File: src/rtl/keypad_scanner_if.sv
// ---------------------------------------------------------------------------
// keypad_scanner_if
//   Key event bus from the keypad scanner to its consumer (the operand input
//   controller).
//
//   Signals:
//     key_pulse  one-cycle strobe per accepted press (and per repeat)
//     key_code   4-bit code of the last accepted key, held between presses
//     key_held   high while a debounced key is down
//
//   Modports:
//     master  driven by the scanner
//     slave   observed by the consumer
// ---------------------------------------------------------------------------
interface keypad_scanner_if;
   logic       key_pulse;
   logic [3:0] key_code;
   logic       key_held;

   modport master (output key_pulse, output key_code, output key_held);
   modport slave  (input  key_pulse, input  key_code, input  key_held);
endinterface

File: src/rtl/keypad_scanner.sv
// ---------------------------------------------------------------------------
// keypad_scanner
//   Scans a 4x4 active-low matrix keypad one column at a time, synchronizes
//   and debounces the row inputs, and reports each debounced press as a
//   single-cycle key_pulse with a 4-bit key_code.
//
//   Parameters:
//     SCAN_CYCLES      cycles each column is driven before sampling (>= 2)
//     DEBOUNCE_CYCLES  consecutive stable cycles to accept press/release (>= 1)
//     REPEAT_CYCLES    auto-repeat period while held (KEYPAD_REPEAT_EN only)
//
//   Ports:
//     clk      system clock
//     rst_n    asynchronous active-low reset
//     row_n    keypad rows, active-low, asynchronous to clk
//     col_n    column drive, one-hot active-low (registered)
//     key      keypad_scanner_if.master: key_pulse, key_code, key_held
//
//   Build option:
//     KEYPAD_REPEAT_EN  when defined, a held key re-pulses every
//                       REPEAT_CYCLES cycles spent in the pressed state.
// ---------------------------------------------------------------------------
module keypad_scanner #(
   parameter int unsigned SCAN_CYCLES     = 1000,
   parameter int unsigned DEBOUNCE_CYCLES = 100000,
   parameter int unsigned REPEAT_CYCLES   = 13500000
) (
   input  logic             clk,
   input  logic             rst_n,
   input  logic [3:0]       row_n,
   output logic [3:0]       col_n,
   keypad_scanner_if.master key
);

   if (SCAN_CYCLES < 2 || DEBOUNCE_CYCLES < 1 || REPEAT_CYCLES < 2) begin : g_param_check
      $error("keypad_scanner: illegal parameter values");
   end

   localparam int unsigned SCAN_W = $clog2(SCAN_CYCLES + 1);
   localparam int unsigned DB_W   = $clog2(DEBOUNCE_CYCLES + 1);

   localparam logic [SCAN_W-1:0] SCAN_LAST = SCAN_W'(SCAN_CYCLES - 1);
   localparam logic [DB_W-1:0]   DB_LAST   = DB_W'(DEBOUNCE_CYCLES - 1);

`ifdef KEYPAD_REPEAT_EN
   localparam int unsigned        REP_W    = $clog2(REPEAT_CYCLES + 1);
   localparam logic [REP_W-1:0]   REP_LAST = REP_W'(REPEAT_CYCLES - 1);
   logic [REP_W-1:0]              rep_cnt;
`endif

   typedef enum logic [1:0] {
      SCAN,
      DB_PRESS,
      PRESSED,
      DB_RELEASE
   } state_t;

   state_t            state;
   logic [3:0]        row_meta;
   logic [3:0]        row_s;
   logic [1:0]        col_idx;
   logic [1:0]        col_next;
   logic [SCAN_W-1:0] scan_cnt;
   logic [DB_W-1:0]   db_cnt;
   logic [1:0]        key_row;
   logic [1:0]        key_col;
   logic              key_pulse_r;
   logic [3:0]        key_code_r;
   logic              key_held_r;

   assign key.key_pulse = key_pulse_r;
   assign key.key_code  = key_code_r;
   assign key.key_held  = key_held_r;

   assign col_next = col_idx + 2'd1;

   // Lowest-index active (low) row wins when several rows are down.
   function automatic logic [1:0] lowest_low(input logic [3:0] rows);
      lowest_low = 2'd0;
      if (!rows[0])      lowest_low = 2'd0;
      else if (!rows[1]) lowest_low = 2'd1;
      else if (!rows[2]) lowest_low = 2'd2;
      else if (!rows[3]) lowest_low = 2'd3;
   endfunction

   function automatic logic [3:0] key_map(input logic [1:0] row, input logic [1:0] col);
      key_map = '0;
      case ({row, col})
         4'b00_00: key_map = 4'h1;
         4'b00_01: key_map = 4'h2;
         4'b00_10: key_map = 4'h3;
         4'b00_11: key_map = 4'hA;
         4'b01_00: key_map = 4'h4;
         4'b01_01: key_map = 4'h5;
         4'b01_10: key_map = 4'h6;
         4'b01_11: key_map = 4'hB;
         4'b10_00: key_map = 4'h7;
         4'b10_01: key_map = 4'h8;
         4'b10_10: key_map = 4'h9;
         4'b10_11: key_map = 4'hC;
         4'b11_00: key_map = 4'hE;
         4'b11_01: key_map = 4'h0;
         4'b11_10: key_map = 4'hF;
         4'b11_11: key_map = 4'hD;
         default:  key_map = '0;
      endcase
   endfunction

   function automatic logic [3:0] col_drive(input logic [1:0] idx);
      col_drive = ~(4'b0001 << idx);
   endfunction

   // Two-stage synchronizer for the asynchronous row inputs.
   always_ff @(posedge clk or negedge rst_n) begin
      if (!rst_n) begin
         row_meta <= '1;
         row_s    <= '1;
      end else begin
         row_meta <= row_n;
         row_s    <= row_meta;
      end
   end

   // col_n is updated together with col_idx so the drive stays registered.
   always_ff @(posedge clk or negedge rst_n) begin
      if (!rst_n) begin
         state       <= SCAN;
         col_idx     <= '0;
         col_n       <= 4'b1110;
         scan_cnt    <= '0;
         db_cnt      <= '0;
         key_row     <= '0;
         key_col     <= '0;
         key_pulse_r <= 1'b0;
         key_code_r  <= '0;
         key_held_r  <= 1'b0;
`ifdef KEYPAD_REPEAT_EN
         rep_cnt     <= '0;
`endif
      end else begin
         key_pulse_r <= 1'b0;
         case (state)
            SCAN: begin
               if (scan_cnt == SCAN_LAST) begin
                  scan_cnt <= '0;
                  if (row_s != 4'b1111) begin
                     key_row <= lowest_low(row_s);
                     key_col <= col_idx;
                     db_cnt  <= '0;
                     state   <= DB_PRESS;
                  end else begin
                     col_idx <= col_next;
                     col_n   <= col_drive(col_next);
                  end
               end else begin
                  scan_cnt <= scan_cnt + 1'b1;
               end
            end

            DB_PRESS: begin
               if (row_s[key_row]) begin
                  state    <= SCAN;
                  col_idx  <= col_next;
                  col_n    <= col_drive(col_next);
                  scan_cnt <= '0;
               end else if (db_cnt == DB_LAST) begin
                  state       <= PRESSED;
                  key_pulse_r <= 1'b1;
                  key_code_r  <= key_map(key_row, key_col);
                  key_held_r  <= 1'b1;
`ifdef KEYPAD_REPEAT_EN
                  rep_cnt     <= '0;
`endif
               end else begin
                  db_cnt <= db_cnt + 1'b1;
               end
            end

            PRESSED: begin
               if (row_s[key_row]) begin
                  state  <= DB_RELEASE;
                  db_cnt <= '0;
               end else begin
`ifdef KEYPAD_REPEAT_EN
                  if (rep_cnt == REP_LAST) begin
                     key_pulse_r <= 1'b1;
                     rep_cnt     <= '0;
                  end else begin
                     rep_cnt <= rep_cnt + 1'b1;
                  end
`endif
               end
            end

            DB_RELEASE: begin
               if (!row_s[key_row]) begin
                  state <= PRESSED;
`ifdef KEYPAD_REPEAT_EN
                  rep_cnt <= '0;
`endif
               end else if (db_cnt == DB_LAST) begin
                  state      <= SCAN;
                  key_held_r <= 1'b0;
                  col_idx    <= col_next;
                  col_n      <= col_drive(col_next);
                  scan_cnt   <= '0;
               end else begin
                  db_cnt <= db_cnt + 1'b1;
               end
            end

            default: state <= SCAN;
         endcase
      end
   end

endmodule

File: src/flat_wrapper.sv
// flat-port wrapper written by rule: the top's interface ports become plain ports
module keypad_scanner_flat 
#(
   parameter int unsigned SCAN_CYCLES     = 1000,
   parameter int unsigned DEBOUNCE_CYCLES = 100000,
   parameter int unsigned REPEAT_CYCLES   = 13500000
)
  (clk, rst_n, row_n, col_n, key_key_pulse, key_key_code, key_key_held);
  keypad_scanner_if key_i ();
  input  logic clk;
  input  logic rst_n;
  input  logic [3:0] row_n;
  output logic [3:0] col_n;
  output wire logic [$bits(key_i.key_pulse)-1:0] key_key_pulse;
  output wire logic [$bits(key_i.key_code)-1:0] key_key_code;
  output wire logic [$bits(key_i.key_held)-1:0] key_key_held;
  assign key_key_pulse = key_i.key_pulse;
  assign key_key_code = key_i.key_code;
  assign key_key_held = key_i.key_held;
  keypad_scanner #(.SCAN_CYCLES(SCAN_CYCLES), .DEBOUNCE_CYCLES(DEBOUNCE_CYCLES), .REPEAT_CYCLES(REPEAT_CYCLES)) u_core (.clk(clk), .rst_n(rst_n), .row_n(row_n), .col_n(col_n), .key(key_i));
endmodule
File: config.mk
export PLATFORM = sky130hd
export DESIGN_NAME = keypad_scanner_flat
export DESIGN_NICKNAME = d
export VERILOG_FILES = /design/src/rtl/keypad_scanner_if.sv /design/src/rtl/keypad_scanner.sv /design/src/flat_wrapper.sv
export SDC_FILE = /design/constraint.sdc
export NUM_CORES = 1
export LEC_CHECK = 0
export ABC_AREA = 1
export CORE_ASPECT_RATIO = 0.75
export CORE_UTILIZATION = 54
export DETAILED_ROUTE_END_ITERATION = 12
export PLACE_DENSITY = 0.76
export REMOVE_ABC_BUFFERS = 1
export SLEW_MARGIN = 20
export SYNTH_ARGS = -nofsm -noshare
export SYNTH_HDL_FRONTEND = slang
export SYNTH_SLANG_ARGS = --single-unit
File: constraint.sdc
create_clock -name clk -period 1.6 [get_ports clk]
set_input_delay 0.32 -clock clk [delete_from_list [all_inputs] [get_ports clk]]
set_output_delay 0.32 -clock clk [all_outputs]
set_load 0.02 [all_outputs]
==> summary.md, run 1 <==
| Metric | Value |
|---|---|
| Period utilization | 106.0% |
| Cells after synthesis | ~430 |
| Routed wire per std cell | 14.79 um |
| Critical R2R Launch | u_core.key_row[0] |
| Slew @ Worst Pin | 0.3516 ns |
| Ranking of synthesized cells by area | dfrtp_1 (33%), nand2_1 (15%), dfstp_2 (9.0%), nand3_1 (7.7%), nor2_1 (7.0%) |
| Initial antenna violation count | 0 |
| Reg2Reg Setup Slack | -0.1 ns |
| Number of global-route vias before repair | about 2.6k |
| Final WL | around 8.4 mm |
| R2R depth | 9 |
| RePlAce Congestion | 0.9076 |
| Slowest CP cell | dfrtp_2 |
| Number of fill cells | around 390 |
| Final setup fails | 18 |
| Reg power frac | between 50 and 60% |
| Initial Util | 57.86% |
| # IOs | 16 |
| Register area share after synthesis | 41.92% |
| CP required | 1.86 ns |
| Clk pwr share | 37.9% |
| Area grow syn2layout | 30.06% |
| Vias | approximately 3.2k |
| CP Capture Type | flop |
| Total GRT Usage | roughly 25% |
| Internal | approximately 0.0018 W |
| Violated checks | negative setup slack |
| Port-buffer cells | 15 |
| Hold_ws | 0.3605 ns |
| Largest net degree at the start of global routing | 54 |
| Slew Limit Fails | 0 |
| Worst-path clk slew | around 0.10 ns |
| Comb pwr share | approximately 3.0% |
| Grt ovf | 0 |
| Final setup skew | about 0.0096 ns |
| Post-Syn Area per Cell | around 7.4 sq um |
| Full die area | roughly 6200 sq um |
| Compound-Gate Fraction of Synth Area | under 10% |
| Tmin final | 1.696 ns |
| Global-route wire length before repair | 12.14 mm |
| CTS Buf Count | 5 |
| Ys async rst share | 100.0% |
| Hold Path Stages | 0 |
| Fin nets | 509 |
| Worst Hold End | u_core.row_s[2] |
| DP Wirelength | 5.195 mm |
| Post-Synth Simple-Gate Area | just under 40% |
| Fmax | 0.5897 GHz |
| Slew HR | about 76% |
| Dpl cell area | between 3000 and 4000 sq um |
| Clk root buf | clkbuf_8 |
| CTS Buffer Depth | 2 |
| Max-cap violations | 0 |
| Sink Count | 53 |
| Post-synth EDFFs | 0 |
| Post-Syn Area | 3197 sq um |
| Adder-cell share of the synthesized area | 4.305% |
| Total Power Consumption | 0.002308 W |
| Main synth FF type | dfrtp_1 |
| Die Span X | slightly above 90 um |
| Share of the synthesized area in the top cell type | between 30 and 40% |
| Rows | 23 |
| Yosys synthesis warning count | 0 |
| Final ANT Viol Nets | 0 |
| Die height | 68.64 um |
| Worst setup SP type | flop |
| Cell mode on critical path | nand3_4 |
| DRC viols | 0 |
| Share of post-route cells with drive strength above 1 | a little over a quarter |
| Multi-input logic area | 1891 sq um |
| Arr. time, crit path | slightly below 2 ns |
| Fin. Hold Viols | 0 |
| Fin area | roughly 4200 sq um |
| First-pass detailed-route iteration total | 5 |
| H-tree depth | 2 |
| Sw frac | roughly 22% |
| Sum of buffers and inverters on the critical path | 2 |
| Combinational family with the most area after synthesis | simple AND/OR/NAND/NOR gates |
| Mux cell area share after synthesis | 0% |
| Status | finished with violations |
| RSZ-0062 raised after global routing | yes |
| Psw | 0.0005170 W |
| Core region area | roughly 5500 sq um |
| Worst-Skew Late Latency | about 0.31 ns |
| Critical path type | reg -> reg |
| Hold path startpoint | u_core.row_meta[2] |
| N_diodes | 0 |
| Cell variety after synth | 34 |
| Count leader, synth | nand2_1 |
| Worst setup margin | -0.09572 ns |
| Worst flop-to-flop path endpoint | u_core.db_cnt[3] |
| Power Density | roughly 560 nW/um^2 |
| DR iter-0 viols | approximately 390 |
| Via density | 5.606 |
| Crit-path cells | nand2_2, nand3_4, buf_4, nand3_4, nand2_4, nor2_4, buf_6, nand3_1, nand2_1 |
| Leak | ~1.9 nW |
| FF+latch area | 1345 sq um |
| Area share of xor/xnor cells in the synthesized design | 1.918% |
| Worst hold path class | reg -> reg |
| TritonCTS clock tree | built |
| Synthesized flop and latch total | 53 |
| CP top delay family | simple AND/OR/NAND/NOR gates |
| Maximum VDD drop | approximately 0.5 mV |
| CP max FO | 8 |
| Slowest stage delay, CP | around 0.47 ns |
| Setup TNS | -0.9783 ns |
| Leading area contributor after synthesis | dfrtp_1 |
| Synth top cells by count | nand2_1 (129), nor2_1 (60), nand3_1 (49) |
metrics by stage:
step / util (%) / std cells / setup WS [ns]
floorplan: - / 421 / -0.09216
global placement: 66.26 / 548 / 0.02476
detailed placement: 66.26 / 548 / -0.04064
CTS: 68.50 / 557 / -0.0002044
global route: 75.25 / 568 / -0.1418
finish: 75.25 / 568 / -0.09572
how the worst max path moves through the flow:
stage	start	end	slack, ns	depth (start not counted)
floorplan	u_core.db_cnt[0]	u_core.db_cnt[15]	-0.09	9
global placement	u_core.db_cnt[0]	u_core.key.key_code[3]	0.02	8
detailed placement	u_core.db_cnt[0]	u_core.key.key_code[0]	-0.04	8
CTS	u_core.row_s[1]	u_core.col_idx[0]	-0.0002	7
global route	u_core.key_row[0]	u_core.db_cnt[12]	-0.14	9
finish	u_core.key_row[0]	u_core.db_cnt[3]	-0.1	9
power groups by stage:
stage          sequential (W)  combinational, W  clock, W
2_1_floorplan         0.00139         0.0000105         0
4_1_cts               0.00136         0.0000584  0.000885
3_3_place_gp          0.00139         0.0000557         0
6_report              0.00136         0.0000697  0.000874
5_1_grt               0.00137         0.0000793  0.000923
3_5_place_dp          0.00139         0.0000563         0
cells by family after synthesis:
family | after synthesis
AND/OR/NAND/NOR | 274
flip-flops | 53
buffers and inverters | 51
AO/OA/AOI/OAI | 35
adder cells (fa/ha/maj) | 11
XOR/XNOR | 7
metal layers:
layer / part of all wire (%) / vias to the layer above / global-route usage (%)
li1: - / 1512 / -
met1: 45 / 1484 / 35.76
met2: 44 / 158 / 38.16
met3: 8.2 / 30 / 4.934
met4: 3.6 / 0 / 6.746
met5: 0 / - / 0
cells in the final DEF (no fill, tap or decap), types with 3 or more instances in the layout:
cell type        count
o21ai_1              5
dlymetal6s2s_1       3
dfrtp_2              4
nor2_1              51
buf_4               39
nand3_4              6
dfrtp_1             38
dfstp_2             11
xor2_1               7
nand3_1             39
o21ai_0             20
buf_6                6
dlygate4sd2_1        6
nand3_2              5
nand2_2             11
a21oi_1              4
clkbuf_8             5
nor2_4               5
nand2_4              9
nor2_2               7
inv_1               36
clkdlybuf4s50_1      5
nand4_1             15
nand2_1            117
inv_4                5
ha_1                 9
cell type report:
class                      instances  share of cell area [%]
clock buffer                       6                   2.257
clock inverter                     2                  0.3611
inverter                          41                   3.942
multi-input combinational        328                   45.47
sequential                        53                   32.35
tap                               75                   2.257
timing repair buffer              63                   13.36
sequential cells by signal, indices dropped and copies added, names as in the netlist, named ones only:
name	cells
u_core.col_idx	2
u_core.key.key_pulse	1
u_core.scan_cnt	10
u_core.key_row	2
u_core.key.key_code	4
u_core.key_col	2
u_core.col_n	4
u_core.state	1
u_core.key.key_held	1
u_core.db_cnt	17
u_core.row_meta	4
u_core.row_s	4
timing repair:
item                                    4_1_cts  5_1_grt
pin swaps                                     2       11
gates cloned                                  0        2
hold buffers                                  1        0
endpoints found under the hold margin         1        0
buffers inserted                              0        9
gates resized for setup                      10       73
endpoints found under the setup margin       38       43
Note: power is estimated with default switching activity, not from simulation.
==> run 2, diff against run 1 <==
--- a/config.mk
+++ b/config.mk
@@ -6,10 +6,11 @@
 export NUM_CORES = 1
 export LEC_CHECK = 0
 export ABC_AREA = 1
+export ABC_CLOCK_PERIOD_IN_PS = 1600
 export CORE_ASPECT_RATIO = 0.75
-export CORE_UTILIZATION = 54
+export CORE_UTILIZATION = 50
 export DETAILED_ROUTE_END_ITERATION = 12
-export PLACE_DENSITY = 0.76
+export PLACE_DENSITY = 0.71
 export REMOVE_ABC_BUFFERS = 1
 export SLEW_MARGIN = 20
 export SYNTH_ARGS = -nofsm -noshare
==> summary.md, run 2 (same netlist as run 1, synthesis figures left out) <==
| Metric | Value |
|---|---|
| Status | finished with violations |
| Violated checks | negative setup slack |
| RSZ-0062 raised after global routing | yes |
| Worst-path clk slew | about 0.1 ns |
| Final setup fails | 26 |
| Met3 WL | 547 um |
| Rows | 24 |
| Met1 WL | around 3.9 mm |
| DR iter-0 viols | 250 |
| FF+latch area | 1341 sq um |
| Worst setup SP type | flop |
| Initial Util | between 50% and 60% |
| First-pass detailed-route iteration total | 8 |
| Largest net degree at the start of global routing | 30 |
| Dpl cell area | between 3000 and 4000 sq um |
| Tmin final | about 1.7 ns |
| Worst-Skew Late Latency | slightly above 0.3 ns |
| Maximum VDD drop | approximately 0.45 mV |
| Port-buffer cells | 15 |
| Final ANT Viol Nets | 0 |
| Leak | just over 2 nW |
| TritonCTS clock tree | built |
| RePlAce Congestion | roughly 0.86 |
| Area grow syn2layout | 36.13% |
| Clk root buf | clkbuf_8 |
| Register with the most flip-flops | u_core.db_cnt |
| Period utilization | 104.2% |
| CP max FO | 9 |
| Metal2 WL | between 4 and 5 mm |
| DRC viols | 0 |
| Total GRT Usage | approximately a quarter |
| Die height | 71.25 um |
| Final setup skew | 0.01024 ns |
| CTS Buffer Depth | 2 |
| Full die area | between 6000 and 7000 sq um |
| Slowest stage delay, CP | around 0.55 ns |
| Arr. time, crit path | between 1.5 and 2 ns |
| Fin. Hold Viols | 0 |
| Slowest CP cell | dfstp_2 |
| Reg2Reg Setup Slack | -0.07 ns |
| Critical path type | reg -> reg |
| Multi-input logic area | roughly 1900 sq um |
| N_diodes | 0 |
| Commonest non-fill, non-tap cell in the layout | nand2_1 |
| Worst slack at placement | -0.2388 ns |
| Cell mode on critical path | nand2_1 |
| Highest routed layer | met4 |
| Crit-path cells | nand2_1, nand3_2, nand2_2, buf_6, nand2_4, nand2_4, nor2_8, nand2_8, nand2_1, nand2_1 |
| Slew Limit Fails | 0 |
| Fin nets | roughly 520 |
| Grt ovf | 0 |
| Fmax | 0.5996 GHz |
| Max-cap violations | 0 |
| Power Density | approximately 550 nW/um^2 |
| CP required | between 1.5 and 2 ns |
| Most frequent cells in the layout | nand2_1 (107), nor2_1 (51), buf_4 (46) |
| Fin area | 4352 sq um |
| DP Wirelength | ~5.4 mm |
| Final Util | ~73% |
| Core region area | between 5000 and 6000 sq um |
| CTS Buf Count | 5 |
| Routed wire per std cell | around 15 um |
| Max reg flops | 17 |
| Biggest regs | u_core.db_cnt x17, u_core.scan_cnt x10 |
| Slew @ Worst Pin | ~0.37 ns |
| CP Capture Type | flop |
| Worst setup margin | -0.06770 ns |
| Total Power Consumption | around 0.0024 W |
| Via density | 5.498 |
| Number of fill cells | 411 |
| Slew HR | about three quarters |
| Worst hold path class | reg -> reg |
| Setup TNS | -0.5781 ns |
| Number of global-route vias before repair | 2831 |
| Sink Count | 53 |
| H-tree depth | 2 |
| Initial antenna violation count | 0 |
| # IOs | 16 |
| Die Span X | between 90 and 100 um |
| Global-route wire length before repair | roughly 13 mm |
| Vias | between 3k and 4k |
| Share of post-route cells with drive strength above 1 | a little under a third |
| Final WL | 8.733 mm |
[run 2: changes by cell type in the layout (fill, tap and decap cells not counted), moves of 4 or more]
cell and change:
nand2_2 +11, buf_4 +7, buf_6 +6, o21ai_0 -4
nand3_2 +7, inv_4 -4, nand3_1 -4, nand2_1 -10
[run 2: metrics by stage]
step	cells	hold slack, ns
after floorplan	421	0.02441
after global placement	563	0.2617
after detailed placement	563	0.2538
after CTS	581	0.3616
after global routing	586	0.3647
final	586	0.3605
[run 2: per-layer routing]
metal  vias up  GRT usage [%]
met1      1533          36.31
met4         0          6.838
met3        21          3.715
li1       1541              -
met5         -              0
met2       127          38.49
[run 2: cell type report]
cell class / instances / share of cell area (%)
timing repair buffer: 77 / 16.10
clock buffer: 6 / 1.668
tap: 78 / 2.243
inverter: 41 / 3.709
multi-input combinational: 328 / 44.39
clock inverter: 2 / 0.8913
sequential: 53 / 30.82
timing repair inverter: 1 / 0.1725
[run 2: worst max-delay path, delay by kind of cell (launching register included)]
family                 cells  cell delay [ns]
buffers and inverters      1             0.14
flip-flops                 1             0.55
AND/OR/NAND/NOR            9             0.88
[run 2: worst paths after layout]
check                                    from                  to  cells after the start
hold reg to reg            u_core.row_meta[3]     u_core.row_s[3]                      0
max in group asynchronous               rst_n     u_core.row_s[0]                      3
min in group asynchronous               rst_n  u_core.scan_cnt[4]                      2
setup / recovery              u_core.row_s[1]    u_core.db_cnt[5]                     10
setup reg to reg              u_core.row_s[1]    u_core.db_cnt[5]                     10
hold / removal             u_core.row_meta[3]     u_core.row_s[3]                      0
[run 2: power by group]
group | internal [W] | leakage [nW] | switching (W)
Clock | 0.000471 | 0.0554 | 0.000477
Combinational | 0.0000297 | 1.34 | 0.0000444
Sequential | 0.00136 | 0.686 | 0.00000536
Total | 0.00186 | 2.08 | 0.000527
[run 2: timing repair]
action | 4_1_cts | 5_1_grt
pin swaps | 8 | 28
hold buffers | 1 | 0
gates resized for setup | 29 | 73
gates cloned | 2 | 1
hold endpoints to repair | 12 | 0
setup buffers | 7 | 4
endpoints found under the setup margin | 44 | 47
==> run 3, diff against run 2 <==
--- a/config.mk
+++ b/config.mk
@@ -10,6 +10,7 @@
 export CORE_ASPECT_RATIO = 0.75
 export CORE_UTILIZATION = 50
 export DETAILED_ROUTE_END_ITERATION = 12
+export GPL_ROUTABILITY_DRIVEN = 1
 export PLACE_DENSITY = 0.71
 export REMOVE_ABC_BUFFERS = 1
 export SLEW_MARGIN = 20
==> results of run 3 <==
No change in the layout: final DEF, timing and power equal those of run 2.
==> variant 1: new RTL, config.mk and constraints of run 1 <==
Make the reset (`rst_n`) synchronous in 2 clocked blocks. Comments in the files are not updated.
--- a/src/rtl/keypad_scanner.sv
+++ b/src/rtl/keypad_scanner.sv
@@ -111,7 +111,7 @@
    endfunction
 
    // Two-stage synchronizer for the asynchronous row inputs.
-   always_ff @(posedge clk or negedge rst_n) begin
+   always_ff @(posedge clk) begin
       if (!rst_n) begin
          row_meta <= '1;
          row_s    <= '1;
@@ -122,7 +122,7 @@
    end
 
    // col_n is updated together with col_idx so the drive stays registered.
-   always_ff @(posedge clk or negedge rst_n) begin
+   always_ff @(posedge clk) begin
       if (!rst_n) begin
          state       <= SCAN;
          col_idx     <= '0;
Check against the original RTL: same outputs for any inputs over 10 cycles, from zero or initial values and one cycle with rst_n low; that may be too few to reach the edited logic, so the function may still have changed.
==> variant 1 against run 1 <==
The run still ends with setup timing left. Sequential cell count did not move. Worst hold slack gained 63 ps. Critical path depth is 1 higher. Power decreased by 1.8%. Area after synthesis is 2.0% higher. First-iteration DRC count down 49%. Cell count increased by 5.5%. Final area down 1.8%. Wire length shrank 11%. Worst setup slack gained 85 ps. Largest cell class unchanged.
==> variant 1: results (changes against run 1) <==
[status]
outcome = finished with violations
failed_checks = setup timing

[cells_and_area]
drive_gt1_share_pct = 28.02  ; +1.7 points
nFillCells = 459  ; +18%
fin_nets = 537  ; +5.5%
seq_area_sq_um = 1075  ; -20%

[worst_setup_path]
rr_worst_depth = 10  ; +1

[timing]
max_clock_freq_mhz = 620.7  ; +5.3%
timing.final.ws_setup_ps = -11.00  ; +84.71 ps
final.setup.tns_ps = -29.91  ; +948.4 ps
setup_viol = 5  ; -13

[worst_hold_path]
min_from = u_core.row_meta[1]

[placement]
gp_congestion = 0.8997  ; -0.87%
hpwl_um = 5362  ; +3.2%

[yosys]
synth_common_cells = nand2_1, nor2_1, dfxtp_1
synth_mux_area_share_pct = 0.3070  ; +0.31 points
ys_types = 36  ; +5.9%
synth_compound_area_share_pct = 9.823  ; +3.7 points
synth_adder_area_share_pct = 4.221  ; -0.084 points
ys_seq_area_share_pct = 32.54  ; -9.4 points

[global_route]
grt_pass1_vias = 2724  ; +3.6%
grt_usage_pct = 23.78  ; -0.95 points
grt_max_degree = 21  ; -61%

[clock_tree]
ctsResizeCount = 0  ; -10

[pwr]
p_int_mw = 1.716  ; -4.2%

## variant 1: cell count changes after synthesis, moves of 9 or more
cell and change:
dfxtp_1 +53, dfrtp_1 -42, a21oi_1 +22, nand2_1 -17, o21ai_0 -12, dfstp_2 -11
a21oi_2 +10, nand2_2 +10, or2_2 +9
## variant 1: per-stage QoR
stage	hold WS [ps]	setup WS (ps)
after global routing	448.5	-93.48
after floorplan	392.5	-21.56
after CTS	428.1	0.7455
after global placement	399.5	72.77
after detailed placement	403.1	28.41
final	423.2	-11.00
## variant 1: layout make-up
class                      instances  area share [%]
multi-input combinational        362           51.00
sequential                        53           26.33
timing repair buffer              57           14.19
inverter                          41           3.770
tap                               78           2.390
clock buffer                       5           1.686
clock inverter                     3          0.6436
## variant 1: per-layer routing
layer | track usage [%] | vias up | part of all wire [%]
li1 | - | 1623 | -
met1 | 34.89 | 1381 | 49
met2 | 37.34 | 106 | 44
met3 | 3.618 | 9 | 6.1
met4 | 4.340 | 0 | 0.97
met5 | 0 | - | 0
==> variant 2: new RTL, config.mk and constraints of run 1 <==
Without the edit above. `DEBOUNCE_CYCLES` is set to 100000 in 2 places; all go to 25000.
--- a/src/rtl/keypad_scanner.sv
+++ b/src/rtl/keypad_scanner.sv
@@ -22,7 +22,7 @@
 // ---------------------------------------------------------------------------
 module keypad_scanner #(
    parameter int unsigned SCAN_CYCLES     = 1000,
-   parameter int unsigned DEBOUNCE_CYCLES = 100000,
+   parameter int unsigned DEBOUNCE_CYCLES = 25000,
    parameter int unsigned REPEAT_CYCLES   = 13500000
 ) (
    input  logic             clk,
--- a/src/flat_wrapper.sv
+++ b/src/flat_wrapper.sv
@@ -2,7 +2,7 @@
 module keypad_scanner_flat 
 #(
    parameter int unsigned SCAN_CYCLES     = 1000,
-   parameter int unsigned DEBOUNCE_CYCLES = 100000,
+   parameter int unsigned DEBOUNCE_CYCLES = 25000,
    parameter int unsigned REPEAT_CYCLES   = 13500000
 )
   (clk, rst_n, row_n, col_n, key_key_pulse, key_key_code, key_key_held);
Check against the original RTL: no difference found for any inputs over 10 cycles, from zero or initial values and one cycle with rst_n low; that may be too few to reach the edited logic, so the function may still have changed.
==> variant 2 against run 1 <==
The flow still finishes with violations (setup timing). Worst setup slack better by 55 ps. Sequential cell count fell by 2. Wire length decreased by 12%. Final area fell by 6.2%. Fmax rose by 3.4%. Area after synthesis fell by 2.0%. Critical path type unchanged.
Power is not compared: it rests on default switching activity, and its combinational part moved more than twofold at a synthesized area within 25%.
==> variant 2: results (changes against run 1) <==
[cells_and_area]
multi_input_area_share_pct = 47.85  ; +2.4 points
drive_gt1_share_pct = 29.69  ; +3.3 points
top_regs = u_core.db_cnt: 15 flops, u_core.scan_cnt: 10 flops
fin_nets = 464  ; -8.8%
clk_share_pct = 2.405  ; -0.21 points
seq_area_sq_um = 1292  ; -3.9%
area_growth_pct = 24.47
finalNonFillerCells = 523  ; -7.9%
buffers = 48  ; -24%
n_all_inverters = 34  ; -17%
nClkBuffers = 5  ; -1
multi_input_gates = 307  ; -6.4%
buffer_area_share_pct = 10.94  ; -2.4 points
nFillCells = 417  ; +7.5%

[routing]
drt-initial-drc-count = 269  ; -30%
routed_wl_um = 7356  ; -12%
wl_met3_um = 509  ; -26%
num_vias = 2809  ; -12%
wl_met2_um = 3430  ; -6.4%
m1WireLength_um = 3382  ; -9.8%

[global_route]
met2_usage_pct = 37.79  ; -0.37 points
grt_max_degree = 37  ; -31%
use_met1_pct = 34.16  ; -1.6 points
grt_usage_pct = 23.56  ; -1.2 points
grt_pass1_wl_um = 11410  ; -6.0%
met3_usage_pct = 3.889  ; -1.0 points
grt_pass1_vias = 2438  ; -7.3%
grt_antenna_before_repair = 0  ; unchanged

[yosys]
synth_compound_area_share_pct = 7.545  ; +1.4 points
synth_adder_area_share_pct = 4.391  ; +0.086 points
ys_warn_count = 0  ; unchanged
ys_seq_area_share_pct = 41.16  ; -0.76 points
synth_xor_area_share_pct = 2.515  ; +0.60 points
synth_common_cells = nand2_1, nor2_1, dfrtp_1
syn_area_per_cell_sq_um = 7.875  ; +6.2%
ys_types = 36  ; +5.9%
netlist_top_cells_area = dfrtp_1, nand2_1, dfstp_2
ys_ff_latch = 51  ; -3.8%

[timing]
setup_viol = 14  ; -4
skew_ps = 7.313  ; -2.304 ps
timing.final.ws_setup_ps = -40.24  ; +55.48 ps
worst-slew-pin-transition_ps = 415.8  ; +64.22 ps
final.setup.tns_ps = -222.6  ; +755.7 ps

[worst_setup_path]
crit_family = flip-flops
slowest_delay_ps = 570  ; +100 ps
cp_max_fo = 15  ; +7
crit_arrival_ps = 1840  ; -110 ps
cp_slowest_cell = dfstp_2

[placement]
postPlaceCellArea_sq_um = 3490  ; -4.7%
dp_slack_ps = -23.85  ; +16.79 ps
hpwl_um = 4822  ; -7.2%
gp_congestion = 0.9199  ; +1.4%
placed_cells = 502  ; -8.4%

[clock_tree]
ctsResizeCount = 14  ; +4
cts_setup_buffers = 0  ; unchanged

[status]
outcome = finished with violations
failed_checks = setup timing

## variant 2: final timing paths
kind	from	endpoint	slack, ps	depth (start not counted)
setup reg to reg	u_core.row_s[3]	u_core.db_cnt[8]	-40	9
min in group asynchronous	rst_n	u_core.key.key_code[0]	480	2
setup / recovery	u_core.row_s[3]	u_core.db_cnt[8]	-40	9
hold reg to reg	u_core.row_meta[0]	u_core.row_s[0]	360	0
max in group asynchronous	rst_n	u_core.row_meta[2]	530	3
hold / removal	u_core.row_meta[0]	u_core.row_s[0]	360	0
## variant 2: power groups by stage
stage / logic (mW) / registers [mW] / clock network [mW]
after floorplan: 0.973 / 1.76 / 0
after global placement: 1.64 / 1.68 / 0
after detailed placement: 1.68 / 1.70 / 0
after CTS: 1.73 / 1.67 / 0.794
after global routing: 2.30 / 1.74 / 0.843
final: 2.11 / 1.71 / 0.776
